### src/rtl/onehot_rr_arbiter_pkg.sv
`default_nettype none
// ============================================================================
// Module      : onehot_rr_arbiter_pkg
// Description : Shared definitions for the one-hot round-robin arbiter.
//               - clog2(): ceiling log2 for deriving the grant index width
//               - arb_state_t: IDLE / BUSY arbiter state encoding
// Revision    : 1.0 - initial release
// ============================================================================
package onehot_rr_arbiter_pkg;

    // Ceiling log2, minimum result 1 so that an index port is never zero-width.
    function automatic int clog2(input int n);
        int r;
        r = 0;
        while ((1 << r) < n) begin
            r = r + 1;
        end
        if (r == 0) begin
            r = 1;
        end
        return r;
    endfunction

    typedef enum logic [0:0] {
        ST_IDLE = 1'b0,
        ST_BUSY = 1'b1
    } arb_state_t;

endpackage : onehot_rr_arbiter_pkg
`default_nettype wire

### src/rtl/onehot_rr_arbiter_pick.sv
`default_nettype none
// ============================================================================
// Module      : rr_pick
// Description : Combinational round-robin picker. Returns the first set
//               request scanning from ptr upward, wrapping modulo N_REQ.
//               Implemented as a doubled request vector rotated by ptr, a
//               fixed-priority find-first-set, then rotation back.
// Ports       : req      - request vector
//               ptr      - highest-priority requester index
//               pick     - one-hot picked requester (all-zero if none)
//               pick_idx - binary index of pick (0 if none)
// Revision    : 1.0 - initial release
// ============================================================================
module rr_pick
    import onehot_rr_arbiter_pkg::*;
#(
    parameter  int N_REQ = 4,
    localparam int W_IDX = clog2(N_REQ)
) (
    input  logic [N_REQ-1:0] req,
    input  logic [W_IDX-1:0] ptr,
    output logic [N_REQ-1:0] pick,
    output logic [W_IDX-1:0] pick_idx
);

    localparam logic [W_IDX:0] C_N = (W_IDX + 1)'(N_REQ);

    logic [2*N_REQ-1:0] dbl;
    logic [N_REQ-1:0]   win;
    logic [W_IDX-1:0]   off;
    logic [W_IDX:0]     sum;
    logic               found;

    always_comb begin
        dbl   = {req, req};
        // Bit 0 of win is requester ptr, bit 1 is ptr+1, ... wrapping.
        win   = N_REQ'(dbl >> ptr);
        found = |win;
        off   = '0;
        // Downward scan so the lowest set bit is the last assignment.
        for (int i = N_REQ - 1; i >= 0; i--) begin
            if (win[i]) begin
                off = W_IDX'(i);
            end
        end
        // Rotate back: absolute index = (ptr + off) mod N_REQ.
        sum = {1'b0, ptr} + {1'b0, off};
        if (sum >= C_N) begin
            sum = sum - C_N;
        end
        pick_idx = found ? W_IDX'(sum) : '0;
        pick     = '0;
        for (int i = 0; i < N_REQ; i++) begin
            pick[i] = found && (pick_idx == W_IDX'(i));
        end
    end

endmodule : rr_pick
`default_nettype wire

### src/rtl/onehot_rr_arbiter.sv
`default_nettype none
// ============================================================================
// Module      : onehot_rr_arbiter
// Description : Round-robin arbiter with a registered one-hot grant held for
//               a whole transaction. On done the grant hands off to the next
//               requester in the same edge (owner excluded), or goes idle.
// Ports       : clk       - clock, rising edge
//               rst       - asynchronous active-high reset
//               req       - per-requester request level
//               done      - owner's transaction completes (BUSY only)
//               gnt       - registered one-hot / zero grant
//               gnt_valid - registered, equals |gnt
//               gnt_idx   - registered binary index of grant, 0 when idle
// Revision    : 1.0 - initial release
// ============================================================================
module onehot_rr_arbiter
    import onehot_rr_arbiter_pkg::*;
#(
    parameter  int N_REQ = 4,
    localparam int W_IDX = clog2(N_REQ)
) (
    input  logic             clk,
    input  logic             rst,
    input  logic [N_REQ-1:0] req,
    input  logic             done,
    output logic [N_REQ-1:0] gnt,
    output logic             gnt_valid,
    output logic [W_IDX-1:0] gnt_idx
);

    localparam logic [W_IDX-1:0] C_LAST = W_IDX'(N_REQ - 1);

    arb_state_t       state_q, state_d;
    logic [W_IDX-1:0] ptr_q,   ptr_d;
    logic [N_REQ-1:0] gnt_q,   gnt_d;
    logic [W_IDX-1:0] idx_q,   idx_d;

    logic             handoff;
    logic [W_IDX-1:0] ptr_next;
    logic [W_IDX-1:0] pick_ptr;
    logic [N_REQ-1:0] pick_req;
    logic [N_REQ-1:0] pick;
    logic [W_IDX-1:0] pick_idx;
    logic             pick_any;

    // On handoff the picker already sees the advanced pointer and a request
    // vector with the finishing owner masked out, so the owner cannot re-win.
    always_comb begin
        handoff  = (state_q == ST_BUSY) && done;
        ptr_next = (idx_q == C_LAST) ? '0 : idx_q + 1'b1;
        pick_ptr = handoff ? ptr_next : ptr_q;
        pick_req = handoff ? (req & ~gnt_q) : req;
    end

    rr_pick #(
        .N_REQ    (N_REQ)
    ) u_pick (
        .req      (pick_req),
        .ptr      (pick_ptr),
        .pick     (pick),
        .pick_idx (pick_idx)
    );

    assign pick_any = |pick;

    always_comb begin
        state_d = state_q;
        ptr_d   = ptr_q;
        gnt_d   = gnt_q;
        idx_d   = idx_q;
        case (state_q)
            ST_IDLE: begin
                if (pick_any) begin
                    state_d = ST_BUSY;
                    gnt_d   = pick;
                    idx_d   = pick_idx;
                end
            end
            ST_BUSY: begin
                if (done) begin
                    ptr_d = ptr_next;
                    if (pick_any) begin
                        gnt_d = pick;
                        idx_d = pick_idx;
                    end else begin
                        state_d = ST_IDLE;
                        gnt_d   = '0;
                        idx_d   = '0;
                    end
                end
            end
            default: begin
                state_d = ST_IDLE;
                gnt_d   = '0;
                idx_d   = '0;
            end
        endcase
    end

    always_ff @(posedge clk or posedge rst) begin
        if (rst) begin
            state_q <= ST_IDLE;
            ptr_q   <= '0;
            gnt_q   <= '0;
            idx_q   <= '0;
        end else begin
            state_q <= state_d;
            ptr_q   <= ptr_d;
            gnt_q   <= gnt_d;
            idx_q   <= idx_d;
        end
    end

    assign gnt       = gnt_q;
    assign gnt_valid = (state_q == ST_BUSY);
    assign gnt_idx   = idx_q;

endmodule : onehot_rr_arbiter
`default_nettype wire

### config.mk
export PLATFORM = sky130hd
export DESIGN_NAME = onehot_rr_arbiter
export DESIGN_NICKNAME = d
export VERILOG_FILES = /design/src/rtl/onehot_rr_arbiter_pkg.sv /design/src/rtl/onehot_rr_arbiter_pick.sv /design/src/rtl/onehot_rr_arbiter.sv
export SDC_FILE = /design/constraint.sdc
export NUM_CORES = 1
export LEC_CHECK = 0
export ABC_AREA = 1
export BUFFER_PORTS_ARGS = -buffer_cell sky130_fd_sc_hd__buf_2
export CORE_MARGIN = 4
export CORE_UTILIZATION = 52
export CTS_CLUSTER_SIZE = 30
export DETAILED_ROUTE_END_ITERATION = 8
export PLACE_DENSITY = 0.86
export RECOVER_POWER = 100
export SLEW_MARGIN = 20
export SYNTH_ARGS = -nofsm -noshare
export SYNTH_HDL_FRONTEND = slang
export SYNTH_HIERARCHICAL = 1
export SYNTH_SLANG_ARGS = --single-unit
### constraint.sdc
create_clock -name clk -period 4.2 [get_ports clk]
set_clock_uncertainty 0.1 [all_clocks]
set_input_delay 1.05 -clock clk [delete_from_list [all_inputs] [get_ports clk]]
set_output_delay 1.05 -clock clk [all_outputs]
set_load 0.05 [all_outputs]
==> results.tsv <==
metric	value	unit
CTS buffer count	3	
hold_buf cts	0	
CTS Sinks	9	
Critical Path Fanout Max	9	
layout cells sized above 1	0.1930	
endpoint class of the critical path	flop	
drt first-iter violations	23	
DRT Pass-1 Iters	4	
post-synth top area share	0.3273	
max-slew violation count	0	
number of global-route vias before repair	668	
Yosys warnings	6	
Via Count	706	
Sequential Area	225.2	sq um
Max Freq	268.1	MHz
buffers plus inverters on the worst setup path	4	
DR WL/cell	12.48	microns
Die Wd	44.38	microns
Final setup viols	0	
compound-cell area share of the yosys netlist	0.07091	
Post-Route WL	1598	microns
Post-Synth Simple-Gate Area	0.4564	
DRC viols	0	
RD Place Congestion	0.7939	
H-tree depth	1	
Worst-Margin Slew	0.6015	ns
PostCTS Resize Cnt	0	
count of cell types in the netlist	21	
cell family with most CP delay	simple AND/OR/NAND/NOR gates	
register bit total from synthesis	9	
die height	44.38	microns
Post-CTS Setup Bufs	0	
type of origin of the critical path	primary input	
Area growth syn-to-layout	12.36	%
core area	1171	sq um
first-pass GRT wire length	2718	microns
min Tclk post-route	3.729	ns
Crit Path Class	in2reg	
CP dominant cell by count	nand2_1	
largest net degree at the start of global routing	10	
Synth Area in XOR/XNOR	0.01273	
Hold WC Path Type	reg2reg	
Nets	124	
FP Rows	12	
sequential area share after synthesis	0.3273	
Worst path depth	21	
Reg clk slew, reported paths	0.07	ns
CTS tree	built	
cells after synthesis	98	
DR vias/cell	5.516	
root buf cell	clkbuf_4	
Die ar.	1970	sq um
gr ovfl total	0	
CP max stage cell	o31ai_1	
Multi-input gate area	389.1	sq um
ANT cells	0	
Mapped Nets	107	
Min-Delay Path Depth	2	
status	finished clean	
Final period util	0.8879	
Worst Path Required	4.26	ns
initial cell density of the core	0.5876	
CP cell instances	buf_2 -> nand2_1 -> o31ai_1 -> buf_4 -> inv_2 -> nand2_1 -> nand3_1 -> nand2_1 -> nand3_1 -> a21boi_0 -> ha_1 -> xnor2_1 -> inv_1 -> nand2_1 -> nand2_1 -> nor2_1 -> nor2_1 -> nand2_1 -> nand2_1 -> nand3_1 -> nand2_1	
Crit path arrival time	3.79	ns
Antenna Nets Post-Route	0	
Fin Setup TNS	0	ns
Area contributors post-synth	dfrtp_1 (33%), nand3_1 (19%), nand2_1 (14%)	
Post-Synthesis Mean Instance Area	7.022	sq um
Clock Latency Late Sink	0.27	ns
mapped cell area	688.2	sq um
area share of fa/ha/maj cells after synthesis	0.03636	
multiplexer area fraction after synthesis	0	
GRT Total Usage	0.1862	
Clock Path Buffers	2	
IO buf count	13	
initial antenna violation count	0	
Worst R2R Path Depth	20	
largest family of logic cells by synthesized area	simple AND/OR/NAND/NOR gates	
RSZ-0062 raised after global routing	no	
top cell type by total area after synthesis	dfrtp_1	
IO Pins	14	
CP peak stage delay	0.25	ns
Worst slew margin	0.6007	
# fillers	115	
most frequent cells in the layout	nand2_1 (28), nand3_1 (26), dfrtp_1 (9), inv_1 (8), clkbuf_1 (7)	
most common cell after layout, fill and taps aside	nand2_1	
final hold violation count	0	
Max-Cap Viols	0	
Detail Placement HPWL	1302	microns
[per-stage QoR]
step | util | instance area, sq um | setup slack (ns) | hold WS, ns | instances
after floorplan | - | 688.2 | 0.4476 | 0.4746 | 98
after global placement | 0.6506 | 762.0 | 0.4460 | 0.4150 | 124
after detailed placement | 0.6506 | 762.0 | 0.3887 | 0.4284 | 124
after CTS | 0.6741 | 789.5 | 0.6492 | 0.4412 | 128
after global routing | 0.6603 | 773.2 | 0.2073 | 0.4720 | 128
final | 0.6603 | 773.2 | 0.4707 | 0.4439 | 128
[worst register-to-register path, cell delays in order (launching register included)]
cell and delay, ns:
dfrtp_1 0.48, nand2_1 0.25, o31ai_1 0.25, buf_4 0.19, inv_2 0.05, nand2_1 0.07
nand3_1 0.08, nand2_1 0.13, nand3_1 0.07, a21boi_0 0.16, ha_1 0.19, xnor2_1 0.20
inv_1 0.07, nand2_1 0.11, nand2_1 0.10, nor2_1 0.15, nor2_1 0.09, nand2_1 0.11
nand2_1 0.14, nand3_1 0.13, nand2_1 0.06
[registers in the layout, summed over array words and instances, names as in the netlist]
register   cells
gnt_valid      1
ptr_q          2
gnt            4
gnt_idx        2
[area by class of cell]
class | count | area share
clock inverter | 1 | 0.006472
inverter | 12 | 0.06472
clock buffer | 3 | 0.02913
timing repair buffer | 14 | 0.08252
multi-input combinational | 75 | 0.5032
sequential | 9 | 0.2913
tap | 14 | 0.02265
[layer usage]
| layer | global-route usage | vias to the layer above | share of wire |
|---|---|---|---|
| li1 | - | 354 | - |
| met1 | 0.1970 | 329 | 0.40 |
| met2 | 0.3576 | 19 | 0.53 |
| met3 | 0.04878 | 4 | 0.056 |
| met4 | 0.04819 | 0 | 0.014 |
| met5 | 0 | - | 0 |
[cells in the mapped netlist]
| master | instances |
|---|---|
| a21boi_0 | 1 |
| a21oi_1 | 2 |
| buf_2 | 1 |
| buf_6 | 1 |
| clkinv_4 | 1 |
| dfrtp_1 | 9 |
| ha_1 | 2 |
| inv_1 | 8 |
| inv_2 | 3 |
| nand2_1 | 25 |
| nand2_2 | 6 |
| nand2_4 | 1 |
| nand3_1 | 26 |
| nand3_4 | 1 |
| nor2_1 | 4 |
| o21ai_0 | 2 |
| o21ai_1 | 1 |
| o21ai_2 | 1 |
| o31ai_1 | 1 |
| or2_4 | 1 |
| xnor2_1 | 1 |
[kinds of logic after synthesis]
group / after synthesis
AO/OA/AOI/OAI: 8
buffers and inverters: 14
flip-flops: 9
AND/OR/NAND/NOR: 64
adder cells (fa/ha/maj): 2
XOR/XNOR: 1
[final timing paths]
check | slack [ns] | startpoint | endpoint
hold reg to reg | 0.44 | gnt[0] | gnt[0]
min in group asynchronous | 0.62 | rst | gnt_idx[0]
hold / removal | 0.44 | gnt[0] | gnt[0]
setup / recovery | 0.47 | done | gnt[1]
max in group asynchronous | 3.13 | rst | ptr_q[1]
setup reg to reg | 0.90 | gnt_valid | gnt[1]
Power is left out: the tool's default activity adds up to more than one toggle a clock period on the data nets, which glitch-free logic cannot reach.
